==> config.mk <==
export PLATFORM = sky130hd
export DESIGN_NAME = reg_xfer_sequencer_flat
export DESIGN_NICKNAME = d
export VERILOG_FILES = /design/src/rtl/reg_xfer_sequencer_pkg.sv /design/src/rtl/reg_xfer_sequencer_if.sv /design/src/rtl/reg_xfer_sequencer_onehot_decode.sv /design/src/rtl/reg_xfer_sequencer.sv /design/src/flat_wrapper.sv
export SDC_FILE = /design/constraint.sdc
export NUM_CORES = 1
export LEC_CHECK = 0
export ABC_CLOCK_PERIOD_IN_PS = 1900
export CAP_MARGIN = 40
export CORE_UTILIZATION = 39
export CTS_CLUSTER_SIZE = 20
export DETAILED_ROUTE_END_ITERATION = 8
export GPL_TIMING_DRIVEN = 0
export PLACE_DENSITY_LB_ADDON = 0.3
export SLEW_MARGIN = 40
export SYNTH_ARGS = -nofsm -noshare
export SYNTH_HDL_FRONTEND = slang
export SYNTH_SLANG_ARGS = --single-unit
export TNS_END_PERCENT = 5
==> constraint.sdc <==
create_clock -name clk -period 1.9 [get_ports clk]
set_input_delay 0.38 -clock clk [delete_from_list [all_inputs] [get_ports clk]]
set_output_delay 0.38 -clock clk [all_outputs]
set_load 0.05 [all_outputs]
==> src/rtl/reg_xfer_sequencer_pkg.sv <==
// Shared encodings for the register-transfer sequencer: opcodes, FSM states, strobe invariant helper.
// Latency: n/a (types only); backpressure: n/a.
package reg_xfer_sequencer_pkg;

    typedef enum logic [1:0] {
        OP_NOP = 2'b00,
        OP_MOV = 2'b01,
        OP_ALU = 2'b10,
        OP_LDI = 2'b11
    } op_e;

    typedef enum logic [1:0] {
        ST_IDLE     = 2'b00,
        ST_XFER     = 2'b01,
        ST_ALU_EVAL = 2'b10,
        ST_ALU_WB   = 2'b11
    } state_e;

    // True when no more than one bit of v is set (bus-source and load exclusivity).
    function automatic logic at_most_one(input logic [31:0] v);
        return (v & (v - 32'd1)) == 32'd0;
    endfunction

endpackage

==> src/rtl/reg_xfer_sequencer_if.sv <==
// Command handshake plus register-bank strobe bundle between issuer, sequencer and register_gp bank.
// Latency: wires only; backpressure: cmd_valid/cmd_ready, hold freezes the sequencer.
interface reg_xfer_sequencer_if #(
    parameter int WIDTH    = 8,
    parameter int NUM_REGS = 4
);
    localparam int IDX_W = $clog2(NUM_REGS);

    logic                cmd_valid;
    logic                cmd_ready;
    logic [1:0]          cmd_op;
    logic [IDX_W-1:0]    cmd_dst;
    logic [IDX_W-1:0]    cmd_src_a;
    logic [IDX_W-1:0]    cmd_src_b;
    logic [WIDTH-1:0]    cmd_imm;
    logic                hold;
    logic [NUM_REGS-1:0] assert_bus;
    logic [NUM_REGS-1:0] assert_lhs;
    logic [NUM_REGS-1:0] assert_rhs;
    logic [NUM_REGS-1:0] load_bus;
    logic                alu_latch;
    logic                alu_assert;
    logic [WIDTH-1:0]    imm_out;
    logic                imm_en;
    logic                cmd_done;
    logic                cmd_err;

    modport master (
        output cmd_valid, cmd_op, cmd_dst, cmd_src_a, cmd_src_b, cmd_imm, hold,
        input  cmd_ready, assert_bus, assert_lhs, assert_rhs, load_bus,
               alu_latch, alu_assert, imm_out, imm_en, cmd_done, cmd_err
    );

    modport slave (
        input  cmd_valid, cmd_op, cmd_dst, cmd_src_a, cmd_src_b, cmd_imm, hold,
        output cmd_ready, assert_bus, assert_lhs, assert_rhs, load_bus,
               alu_latch, alu_assert, imm_out, imm_en, cmd_done, cmd_err
    );

endinterface

==> src/rtl/reg_xfer_sequencer_onehot_decode.sv <==
// Register index to one-hot strobe vector, gated by an enable.
// Latency: combinational; backpressure: none.
module reg_xfer_sequencer_onehot_decode #(
    parameter int N     = 4,
    parameter int IDX_W = $clog2(N)
) (
    input  logic [IDX_W-1:0] idx,
    input  logic             en,
    output logic [N-1:0]     onehot
);

    for (genvar i = 0; i < N; i++) begin : g_bit
        assign onehot[i] = en && (idx == IDX_W'(i));
    end

endmodule

==> src/rtl/reg_xfer_sequencer.sv <==
// Steps one register-transfer command through timed states and drives register_gp bank strobes.
// Latency: MOV/LDI/NOP load 1 edge after accept, ALU 2 edges; backpressure: cmd_ready only in IDLE, hold freezes.
module reg_xfer_sequencer
    import reg_xfer_sequencer_pkg::*;
#(
    parameter int WIDTH    = 8,
    parameter int NUM_REGS = 4
) (
    input  logic                  clk,
    input  logic                  rst_n,
    reg_xfer_sequencer_if.slave   bus
);

    localparam int IDX_W = $clog2(NUM_REGS);
    localparam logic [IDX_W:0] REG_LIMIT = (IDX_W + 1)'(NUM_REGS);

    state_e           state_q, state_d;
    op_e              op_q, op_d;
    logic [IDX_W-1:0] dst_q, dst_d;
    logic [IDX_W-1:0] src_a_q, src_a_d;
    logic [IDX_W-1:0] src_b_q, src_b_d;
    logic [WIDTH-1:0] imm_q, imm_d;
    logic             err_q, err_d;

    op_e  cmd_op;
    logic cmd_ready_s;
    logic accept;
    logic idx_bad;

    function automatic logic idx_oob(input logic [IDX_W-1:0] idx);
        return {1'b0, idx} >= REG_LIMIT;
    endfunction

    assign cmd_op      = op_e'(bus.cmd_op);
    assign cmd_ready_s = (state_q == ST_IDLE) && !bus.hold;
    assign accept      = bus.cmd_valid && cmd_ready_s;

    // Only the indices an opcode actually uses can make it illegal.
    always_comb begin
        idx_bad = 1'b0;
        case (cmd_op)
            OP_MOV:  idx_bad = idx_oob(bus.cmd_src_a) || idx_oob(bus.cmd_dst);
            OP_ALU:  idx_bad = idx_oob(bus.cmd_src_a) || idx_oob(bus.cmd_src_b) || idx_oob(bus.cmd_dst);
            OP_LDI:  idx_bad = idx_oob(bus.cmd_dst);
            default: idx_bad = 1'b0;
        endcase
    end

    always_comb begin
        state_d = state_q;
        op_d    = op_q;
        dst_d   = dst_q;
        src_a_d = src_a_q;
        src_b_d = src_b_q;
        imm_d   = imm_q;
        err_d   = 1'b0;
        if (accept) begin
            op_d    = cmd_op;
            dst_d   = bus.cmd_dst;
            src_a_d = bus.cmd_src_a;
            src_b_d = bus.cmd_src_b;
            imm_d   = bus.cmd_imm;
            if (idx_bad) begin
                err_d = 1'b1;
            end else if (cmd_op == OP_ALU) begin
                state_d = ST_ALU_EVAL;
            end else begin
                state_d = ST_XFER;
            end
        end else if (!bus.hold) begin
            case (state_q)
                ST_XFER:     state_d = ST_IDLE;
                ST_ALU_EVAL: state_d = ST_ALU_WB;
                ST_ALU_WB:   state_d = ST_IDLE;
                default:     state_d = state_q;
            endcase
        end
    end

    always_ff @(posedge clk or negedge rst_n) begin
        if (!rst_n) begin
            state_q <= ST_IDLE;
            op_q    <= OP_NOP;
            dst_q   <= '0;
            src_a_q <= '0;
            src_b_q <= '0;
            imm_q   <= '0;
            err_q   <= 1'b0;
        end else begin
            state_q <= state_d;
            op_q    <= op_d;
            dst_q   <= dst_d;
            src_a_q <= src_a_d;
            src_b_q <= src_b_d;
            imm_q   <= imm_d;
            err_q   <= err_d;
        end
    end

    // Strobes come only from registered state; hold gates every one of them.
    logic in_xfer, in_eval, in_wb;
    logic en_bus, en_load, imm_en_s;

    assign in_xfer  = !bus.hold && (state_q == ST_XFER);
    assign in_eval  = !bus.hold && (state_q == ST_ALU_EVAL);
    assign in_wb    = !bus.hold && (state_q == ST_ALU_WB);
    assign en_bus   = in_xfer && (op_q == OP_MOV);
    assign en_load  = (in_xfer && (op_q != OP_NOP)) || in_wb;
    assign imm_en_s = in_xfer && (op_q == OP_LDI);

    reg_xfer_sequencer_onehot_decode #(.N(NUM_REGS)) u_dec_bus (
        .idx(src_a_q), .en(en_bus), .onehot(bus.assert_bus)
    );
    reg_xfer_sequencer_onehot_decode #(.N(NUM_REGS)) u_dec_lhs (
        .idx(src_a_q), .en(in_eval), .onehot(bus.assert_lhs)
    );
    reg_xfer_sequencer_onehot_decode #(.N(NUM_REGS)) u_dec_rhs (
        .idx(src_b_q), .en(in_eval), .onehot(bus.assert_rhs)
    );
    reg_xfer_sequencer_onehot_decode #(.N(NUM_REGS)) u_dec_load (
        .idx(dst_q), .en(en_load), .onehot(bus.load_bus)
    );

    assign bus.cmd_ready  = cmd_ready_s;
    assign bus.alu_latch  = in_eval;
    assign bus.alu_assert = in_wb;
    assign bus.imm_en     = imm_en_s;
    assign bus.imm_out    = imm_en_s ? imm_q : '0;
    assign bus.cmd_done   = in_xfer || in_wb;
    assign bus.cmd_err    = err_q;

    always @(posedge clk) begin
        if (rst_n) begin
            assert (at_most_one(32'({bus.assert_bus, bus.alu_assert, bus.imm_en})));
            assert (at_most_one(32'(bus.load_bus)));
        end
    end

endmodule

==> src/flat_wrapper.sv <==
// flat-port wrapper written by rule: the top's interface ports become plain ports
module reg_xfer_sequencer_flat import reg_xfer_sequencer_pkg::*;
#(
    parameter int WIDTH    = 8,
    parameter int NUM_REGS = 4
)
  (clk, rst_n, bus_cmd_valid, bus_cmd_op, bus_cmd_dst, bus_cmd_src_a, bus_cmd_src_b, bus_cmd_imm, bus_hold, bus_cmd_ready, bus_assert_bus, bus_assert_lhs, bus_assert_rhs, bus_load_bus, bus_alu_latch, bus_alu_assert, bus_imm_out, bus_imm_en, bus_cmd_done, bus_cmd_err);
  reg_xfer_sequencer_if #(.WIDTH(WIDTH), .NUM_REGS(NUM_REGS)) bus_i ();
  input  logic clk;
  input  logic rst_n;
  input wire logic [$bits(bus_i.cmd_valid)-1:0] bus_cmd_valid;
  input wire logic [$bits(bus_i.cmd_op)-1:0] bus_cmd_op;
  input wire logic [$bits(bus_i.cmd_dst)-1:0] bus_cmd_dst;
  input wire logic [$bits(bus_i.cmd_src_a)-1:0] bus_cmd_src_a;
  input wire logic [$bits(bus_i.cmd_src_b)-1:0] bus_cmd_src_b;
  input wire logic [$bits(bus_i.cmd_imm)-1:0] bus_cmd_imm;
  input wire logic [$bits(bus_i.hold)-1:0] bus_hold;
  output wire logic [$bits(bus_i.cmd_ready)-1:0] bus_cmd_ready;
  output wire logic [$bits(bus_i.assert_bus)-1:0] bus_assert_bus;
  output wire logic [$bits(bus_i.assert_lhs)-1:0] bus_assert_lhs;
  output wire logic [$bits(bus_i.assert_rhs)-1:0] bus_assert_rhs;
  output wire logic [$bits(bus_i.load_bus)-1:0] bus_load_bus;
  output wire logic [$bits(bus_i.alu_latch)-1:0] bus_alu_latch;
  output wire logic [$bits(bus_i.alu_assert)-1:0] bus_alu_assert;
  output wire logic [$bits(bus_i.imm_out)-1:0] bus_imm_out;
  output wire logic [$bits(bus_i.imm_en)-1:0] bus_imm_en;
  output wire logic [$bits(bus_i.cmd_done)-1:0] bus_cmd_done;
  output wire logic [$bits(bus_i.cmd_err)-1:0] bus_cmd_err;
  assign bus_i.cmd_valid = bus_cmd_valid;
  assign bus_i.cmd_op = bus_cmd_op;
  assign bus_i.cmd_dst = bus_cmd_dst;
  assign bus_i.cmd_src_a = bus_cmd_src_a;
  assign bus_i.cmd_src_b = bus_cmd_src_b;
  assign bus_i.cmd_imm = bus_cmd_imm;
  assign bus_i.hold = bus_hold;
  assign bus_cmd_ready = bus_i.cmd_ready;
  assign bus_assert_bus = bus_i.assert_bus;
  assign bus_assert_lhs = bus_i.assert_lhs;
  assign bus_assert_rhs = bus_i.assert_rhs;
  assign bus_load_bus = bus_i.load_bus;
  assign bus_alu_latch = bus_i.alu_latch;
  assign bus_alu_assert = bus_i.alu_assert;
  assign bus_imm_out = bus_i.imm_out;
  assign bus_imm_en = bus_i.imm_en;
  assign bus_cmd_done = bus_i.cmd_done;
  assign bus_cmd_err = bus_i.cmd_err;
  reg_xfer_sequencer #(.WIDTH(WIDTH), .NUM_REGS(NUM_REGS)) u_core (.clk(clk), .rst_n(rst_n), .bus(bus_i));
endmodule
After elaboration in Yosys (flattened, before gate mapping):

Cells that the tools add are included.

* equal/unequal tests: 16
* mux-type cells: 5
* reduce and logical (&&, ||, !) cells: 35

Operators with widths (number)
* $logic_and A1 B1 Y1: 24
* $eq A2 B2 Y1 const B: 10
* $eq A2 B1 Y1 const B: 5
* $logic_not A2 Y1: 4
* $mux W8: 1
* $mux W2: 3
* $pmux W2 S2: 1
* $reduce_bool A3 Y1: 1
* $logic_or A1 B1 Y1: 2
* $ne A2 B1 Y1 const B: 1
* $reduce_and A2 Y1: 1
* $reduce_bool A2 Y1: 1
* $reduce_or A2 Y1: 1
* $logic_not A1 Y1: 1

* bits in registers: 18
* input bits: 20
* logic and storage cells: 62

Depth between registers and ports, before layout:

Gate-level depths: netlist of run 1.

* depth in word-level cells: 5
* mapped depth: 4
* gate-level depth less buffers: 3

By module:

From an unflattened synthesis of run 1, not the netlist that was laid out.

* cells, all modules: 87
* area, all modules: 1008.5 µm²

By module, submodules not included
* reg_xfer_sequencer: times used 1, cells each 71, area an instance 858.3 µm², seq. area each 450.4 µm²
* reg_xfer_sequencer_onehot_decode: times used 4, cells each 4, area an instance 37.5 µm², seq. area each 0.0 µm²

Worst setup path after synthesis of run 1:

OpenSTA, ideal clock, no wires.

* path type: reg2out
* start point: reg u_core.state_q[0]
* end point: out bus_load_bus[2]
* data arrival time: 2.264 ns
* slack: -0.744 ns
* stages on the path, launching flop included: 3
* path buffers: 0
* path through: dfrtp_1 > nand2b_1 > nor4b_1

* longest elaborated chain between the ends: 5
* elaborated cells between the ends (all ways): 7

Ends and longest elaborated chain
* start: declaration: RTL line reg_xfer_sequencer.sv:17 `state_e state_q, state_d;`
* start signal: assignment: RTL line reg_xfer_sequencer.sv:90 `state_q <= state_d;`
* $eq A2 B1 Y1: RTL line reg_xfer_sequencer.sv:104 `assign in_xfer = !bus.hold && (state_q == ST_XFER);`
* $logic_and A1 B1 Y1: RTL line reg_xfer_sequencer.sv:104
* $logic_and A1 B1 Y1: RTL line reg_xfer_sequencer.sv:108 `assign en_load = (in_xfer && (op_q != OP_NOP)) || in_wb;`
* $logic_or A1 B1 Y1 *: RTL line reg_xfer_sequencer.sv:108
* $logic_and A1 B1 Y1 *: RTL line reg_xfer_sequencer_onehot_decode.sv:13 `assign onehot[i] = en && (idx == IDX_W'(i));`
* end: declaration: RTL line flat_wrapper.sv:22 `output wire logic [$bits(bus_i.load_bus)-1:0] bus_load_bus;`

Mark *: on every way between the ends. The rest lies on a longest branch, timed or not.

Worst setup path in the final report of run 1:

* start point: in bus_hold
* end point: out bus_assert_rhs[3]

* longest elaborated chain between the ends: 3

Ends and longest elaborated chain
* start: declaration: RTL line flat_wrapper.sv:17 `input wire logic [$bits(bus_i.hold)-1:0] bus_hold;`
* $logic_not A1 Y1: RTL line reg_xfer_sequencer.sv:105 `assign in_eval = !bus.hold && (state_q == ST_ALU_EVAL);`
* $logic_and A1 B1 Y1: RTL line reg_xfer_sequencer.sv:105
* $logic_and A1 B1 Y1: RTL line reg_xfer_sequencer_onehot_decode.sv:13
* end: declaration: RTL line flat_wrapper.sv:21 `output wire logic [$bits(bus_i.assert_rhs)-1:0] bus_assert_rhs;`

No other way between the ends.

==> metrics.yaml, run 1 <==
timing:
  post-route-min-period_ps: 2040
  setup_viol: 15
  hold_viol: 0
  finalCritPeriodShare_pct: 107
  fmax_mhz: 490
  slew_headroom_pct: 63.6
  rsz0062_at_grt: "yes"
  setup_slack_ps: -141
  slew_viol_final: 0
  worst_pin_slew_ps: 543
  finalClockSkew_ps: 2.25
global_route:
  grt_pass1_vias: 880
  grt_max_degree: 19
  antenna_found_initial: 0
  grt_first_pass_wirelength_um: 4040
  grtUsageTotal_pct: 21.0
  grt_remaining_overflow: 0
placed_design:
  dp_hpwl_um: 1910
  io_buffer_count: 48
  placedInstanceArea_um2: 1580
  routabilityCongestion: 0.693
setup_path:
  start_kind: "input pin"
  slowest_delay_ps: 410
  critPathCaptureType: "output pin"
  cp_max_fo: 8
  cp.required_ps: 1520
  slowest_stage: "or3b_1"
  cp.arrival_ps: 1660
  cp_cell_sequence: "dlygate4sd2_1 -> or3b_1 -> buf_6 -> inv_4 -> and3_4 -> buf_8"
  critPathKind: "in -> out"
synth:
  synth-adder-area-share_pct: 0
  ys_types: 24
  syn_area_per_cell_um2: 10.5
  yosysSeqAreaShare_pct: 46.5
  netlist_area_um2: 970
  yosys_warnings: 0
  syn_inst: 92
  synth_top_family_by_area: "simple AND/OR/NAND/NOR gates"
  synth-simple-area-share_pct: 25.7
  yosys.area_share.xor_xnor_pct: 0
  synth-compound-area-share_pct: 1.81
  ys_ff_latch: 18
  syn_nets: 112
  synth.area.mux_share_pct: 18.6
drt:
  wl_per_cell_um: 14.4
  avgViaCountPerCell: 5.03
  dr.first_iter.drc_count: 8
  totalWireLength_um: 2510
  remaining_drc_errors: 0
  drt_pre_antenna_iters: 4
  drtAntennaViolNets: 0
  via_count: 876
die:
  die-area_um2: 2690
  start_util_pct: 42.6
  coreArea_um2: 2280
  ios: 50
  die_h_um: 51.9
  rows: 17
  dieWidth_um: 51.9
power:
  worst_ir_drop_vdd_v: 0.000786
  leakage_nw: 0.734
  power.density_nw_per_um2: 1140
cts:
  htreeDepth: 1
  path_clk_slew_ps: 100
  cts_tree: "built"
  cts_made_buffers: 3
  clock-root-buffer: "clkbuf_4"
  insertion_delay_ps: 280
  cts_sinks: 18
  clk_path_buf_depth: 2
layout:
  nNetsFinal: 168
  fin_area_um2: 1710
  final_cell_mix: "buf_6 (20), clkdlybuf4s50_1 (17), mux2_2 (16), dfrtp_1 (15)"
  regArea_um2: 454
  multi_input_area_um2: 597
  final_util_pct: 75.2
  final_common_cell: "buf_6"
  n_fill_cell: 166
  area_growth_syn_to_layout_pct: 76.4
  antenna-diode-count: 0
  layout-drive-gt1-share_pct: 56.8
run_status:
  status: "finished, violations left"
  violations: "setup timing"
worst_hold_path:
  hp-class: "in -> async"
run:
  maxCapViolCount: 0
[where the power goes]
group	internal, W	leakage (nW)	switching, W
Sequential	0.000573	0.209	0.000236
Combinational	0.000433	0.511	0.000524
Clock	0.0000736	0.0138	0.000110
[synthesized netlist by cell type]
cell       number  area (um^2)
a311o_1         1         10.0
and2_1          2         12.5
and3_1          1         6.26
buf_2           1         5.00
buf_4           1         7.51
buf_6           1         11.3
clkbuf_1        1         3.75
clkinv_1        1         3.75
conb_1          1         3.75
dfrtp_1        18          450
inv_1          10         37.5
mux2_2         16          180
nand2_1         2         7.51
nand2b_1        4         25.0
nand4bb_1       1         11.3
nor2_1          5         18.8
nor3_1         16         80.1
nor3b_1         2         15.0
nor4_1          2         12.5
nor4b_1         2         17.5
nor4b_4         1         23.8
nor4bb_1        1         10.0
o21a_1          1         7.51
or3b_1          1         8.76
[metrics by stage]
stage / setup TNS [ps] / setup slack (ps) / hold WS (ps) / instances / power (W)
after global routing: -2270 / -192 / 17.2 / 174 / 0.00206
after floorplan: -3380 / -297 / 84.4 / 92 / 0.00137
after detailed placement: -31080 / -1190 / 500 / 168 / 0.00164
after CTS: -3090 / -228 / 522 / 171 / 0.00184
final: -1020 / -141 / 8.20 / 174 / 0.00195
after global placement: -29950 / -1150 / 488 / 168 / 0.00159
[registers in the layout, indices dropped and copies added (netlist names)]
| name | count |
|---|---|
| u_core.dst_q | 2 |
| u_core.imm_q | 8 |
| u_core.op_q | 2 |
| u_core.src_a_q | 2 |
| u_core.src_b_q | 2 |
| u_core.state_q | 2 |
[worst max-delay path, delay by kind of cell]
family        cells  cell delay, ps
buf+inv           4             680
simple gates      2             600
[cell families after synthesis]
logic type | after synthesis
multiplexers | 16
flip-flops | 18
AND/OR/NAND/NOR | 40
buffers and inverters | 15
other | 1
AO/OA/AOI/OAI | 2
[layer usage]
layer  wire length [um]  GRT usage, %
met4                 16          8.11
met2               1380          38.9
met5                  0             0
met3                114          2.92
met1               1000          23.8
[worst paths after layout]
kind	from	to	slack, ps	cells past startpoint
max in group asynchronous	rst_n	u_core.state_q[0]	1580	1
min	rst_n	u_core.imm_q[1]	8	1
min in group clk	u_core.imm_q[0]	u_core.imm_q[0]	520	1
max	bus_hold	bus_assert_rhs[3]	-140	6
max reg2reg	u_core.state_q[0]	u_core.imm_q[2]	50	4
min reg2reg	u_core.imm_q[0]	u_core.imm_q[0]	520	1
[final cells by class]
| type | instances | area share (%) |
|---|---|---|
| flip-flops and latches | 18 | 26.6 |
| repair buffers | 51 | 29.9 |
| well taps | 28 | 2.05 |
| clock buffers | 3 | 1.32 |
| plain buffers | 4 | 2.63 |
| inverters | 11 | 2.63 |
| multi-input cells | 59 | 34.9 |
[timing repair]
item                                    in CTS  in global routing
setup buffers                                0                  3
pin swaps                                    0                  3
resized for setup                          184                 30
endpoints found under the setup margin      29                 29
hold buffers                                 0                  0
No activity file was read; power rests on OpenSTA's default activity.
==> run 2: changes to the inputs <==
--- a/config.mk
+++ b/config.mk
@@ -5,9 +5,9 @@
 export SDC_FILE = /design/constraint.sdc
 export NUM_CORES = 1
 export LEC_CHECK = 0
-export ABC_CLOCK_PERIOD_IN_PS = 1900
+export ABC_CLOCK_PERIOD_IN_PS = 1750
 export CAP_MARGIN = 40
-export CORE_UTILIZATION = 39
+export CORE_UTILIZATION = 35
 export CTS_CLUSTER_SIZE = 20
 export DETAILED_ROUTE_END_ITERATION = 8
 export GPL_TIMING_DRIVEN = 0
==> constraint.sdc (replaced) <==
create_clock -name clk -period 1.75 [get_ports clk]
set_input_delay 0.35 -clock clk [delete_from_list [all_inputs] [get_ports clk]]
set_output_delay 0.35 -clock clk [all_outputs]
set_load 0.05 [all_outputs]
==> run 2 against run 1 <==
  * The run still ends with setup timing left
  * Global-route usage fell by 2.5 points
  * Final cell count increased by 4.0%
  * Critical path depth unchanged
  * Die area increased by 11%
  * Non-clock buffer count rose by 4
  * Sequential cell count is the same
  * Clock power is 38% higher
  * Sequential share of layout area decreased by 1.1 points
  * Utilization shrank 5.1 points
  * Clock-buffer cell count increased by 1
  * Worst setup slack worse by 100 ps
==> metrics.yaml, run 2 (synthesized netlist as in run 1, its figures left out) <==
run_status:
  status: "finished, violations left"  # unchanged
  violations: "setup timing"  # unchanged
timing:
  setup_viol: 31  # was 15
  post-route-min-period_ps: 2000
  finalCritPeriodShare_pct: 114
  fmax_mhz: 501
  finalClockSkew_ps: 5.88  # was 2.25 ps
  hold_viol: 0  # unchanged
  worst_pin_slew_ps: 554  # was 543 ps
  slew_headroom_pct: 62.9  # was 63.6%
  setup_slack_ps: -245  # was -141 ps
  slew_viol_final: 0  # unchanged
  rsz0062_at_grt: "yes"  # unchanged
drt:
  via_count: 917  # was 876
  drtAntennaViolNets: 0  # unchanged
  avgViaCountPerCell: 5.07  # was 5.03
  remaining_drc_errors: 0  # unchanged
  wl_per_cell_um: 14.2  # was 14.4 um
  totalWireLength_um: 2560  # was 2510 um
  dr.first_iter.drc_count: 5  # was 8
  drt_pre_antenna_iters: 4  # unchanged
layout:
  fin_area_um2: 1780  # was 1710 um^2
  area_growth_syn_to_layout_pct: 83.9  # was 76.4%
  final_cell_mix: "buf_6 (22), clkdlybuf4s50_1 (17), dfrtp_1 (15), nor3_2 (13), buf_4 (12)"  # was buf_6 (20), clkdlybuf4s50_1 (17), mux2_2 (16), dfrtp_1 (15)
  largest_register_ffs: 8  # unchanged
  layout-drive-gt1-share_pct: 59.6  # was 56.8%
  final_util_pct: 70.1  # was 75.2%
  nNetsFinal: 172  # was 168
  top_register: "u_core.imm_q"  # unchanged
  antenna-diode-count: 0  # unchanged
  final_common_cell: "buf_6"  # unchanged
placed_design:
  dp_hpwl_um: 1840  # was 1910 um
  placedInstanceArea_um2: 1590  # was 1580 um^2
  place_ws_ps: -1330  # was -1190 ps
  routabilityCongestion: 0.788  # was 0.693
  io_buffer_count: 48  # unchanged
global_route:
  grt_pass1_vias: 856  # was 880
  grtUsageTotal_pct: 18.5  # was 21.0%
  grt_max_degree: 19  # unchanged
  grt_remaining_overflow: 0  # unchanged
  antenna_found_initial: 0  # unchanged
  grt_first_pass_wirelength_um: 3780  # was 4040 um
setup_path:
  regToRegEndpoint: "u_core.imm_q[4]"  # was u_core.imm_q[2]
  reg2reg_depth: 4  # unchanged
  reg2reg_slack_ps: -90  # was 50 ps
  critPathCaptureType: "output pin"  # unchanged
  start_kind: "input pin"  # unchanged
  critPathKind: "in -> out"  # unchanged
  cp.arrival_ps: 1650  # was 1660 ps
  cp.required_ps: 1400  # was 1520 ps
  r2r_start: "u_core.state_q[1]"  # was u_core.state_q[0]
  cp_max_fo: 8  # unchanged
cts:
  cts_tree: "built"  # unchanged
  clock-root-buffer: "clkbuf_4"  # unchanged
  cts_made_buffers: 3  # unchanged
  insertion_delay_ps: 290  # was 280 ps
  clk_path_buf_depth: 2  # unchanged
  cts_sinks: 18  # unchanged
  htreeDepth: 1  # unchanged
  path_clk_slew_ps: 110  # was 100 ps
run:
  maxCapViolCount: 0  # unchanged
die:
  coreArea_um2: 2540  # was 2280 um^2
  start_util_pct: 38.1  # was 42.6%
  ios: 50  # unchanged
  die-area_um2: 2980  # was 2690 um^2
  die_h_um: 54.6  # was 51.9 um
  rows: 18  # was 17
  dieWidth_um: 54.6  # was 51.9 um
power:
  power.density_nw_per_um2: 1260  # was 1140 nW/um^2
  leakage_nw: 0.782  # was 0.734 nW
  worst_ir_drop_vdd_v: 0.000757  # was 0.000786 V
worst_hold_path:
  hp-class: "in -> async"  # unchanged
==> run 2: critical path: stages <==
cell and delay [ps]:
dlygate4sd2_1 330, or3b_1 430, buf_6 160, inv_4 60, and3_4 180, buf_8 140
==> run 2: timing repair <==
item	in CTS	in global routing
pin swaps	3	4
hold buffers	0	1
setup endpoints to repair	39	38
gates resized for setup	210	13
buffers inserted	5	1
hold endpoints to repair	0	18
==> run 2: through the flow <==
step / hold slack [ps] / std cells / power, W / TNS (ps)
final: 518 / 181 / 0.00224 / -3600
after global routing: 530 / 181 / 0.00239 / -6300
after CTS: 521 / 179 / 0.00217 / -4090
after detailed placement: 497 / 170 / 0.00178 / -37180
after global placement: 489 / 170 / 0.00174 / -34770
after floorplan: 54.4 / 92 / 0.00150 / -6020
==> run 2: power breakdown <==
group / total (W) / internal (W) / switching (W)
sequential: 0.000869 / 0.000622 / 0.000247
combinational: 0.00112 / 0.000528 / 0.000593
clock: 0.000253 / 0.000127 / 0.000126
==> run 2: area by class of cell <==
cell class	instances	area, um^2
Fill cell	202	762
Multi-Input combinational cell	59	627
Timing Repair Buffer	55	538
Sequential cell	18	454
Buffer	4	45.0
Inverter	11	45.0
Tap cell	30	37.5
Clock buffer	4	36.3
==> run 2: worst max path at each step <==
stage          cells past startpoint               from                 to  slack, ps
2_1_floorplan                      4  u_core.state_q[0]  bus_assert_rhs[3]       -330
3_5_place_dp                       5           bus_hold  bus_assert_bus[1]      -1330
6_report                           6           bus_hold  bus_assert_rhs[3]       -250
5_1_grt                            5  u_core.state_q[0]  bus_assert_rhs[3]       -310
3_3_place_gp                       5           bus_hold  bus_assert_bus[1]      -1270
4_1_cts                            4  u_core.state_q[0]  bus_assert_rhs[2]       -220
==> run 2: per-layer routing <==
layer	vias up	global-route usage [%]	share of wire (%)
met5	-	0	0
met4	0	9.40	2.1
met3	6	3.33	4.9
met2	29	35.3	56
met1	443	18.6	37
li1	439	-	-
==> run 3: changes to the inputs <==
--- a/config.mk
+++ b/config.mk
@@ -10,6 +10,7 @@
 export CORE_UTILIZATION = 35
 export CTS_CLUSTER_SIZE = 20
 export DETAILED_ROUTE_END_ITERATION = 8
+export GPL_ROUTABILITY_DRIVEN = 0
 export GPL_TIMING_DRIVEN = 0
 export PLACE_DENSITY_LB_ADDON = 0.3
 export SLEW_MARGIN = 40
==> results of run 3 <==
Same layout as run 2: the final DEF is identical, and so are final timing and power.
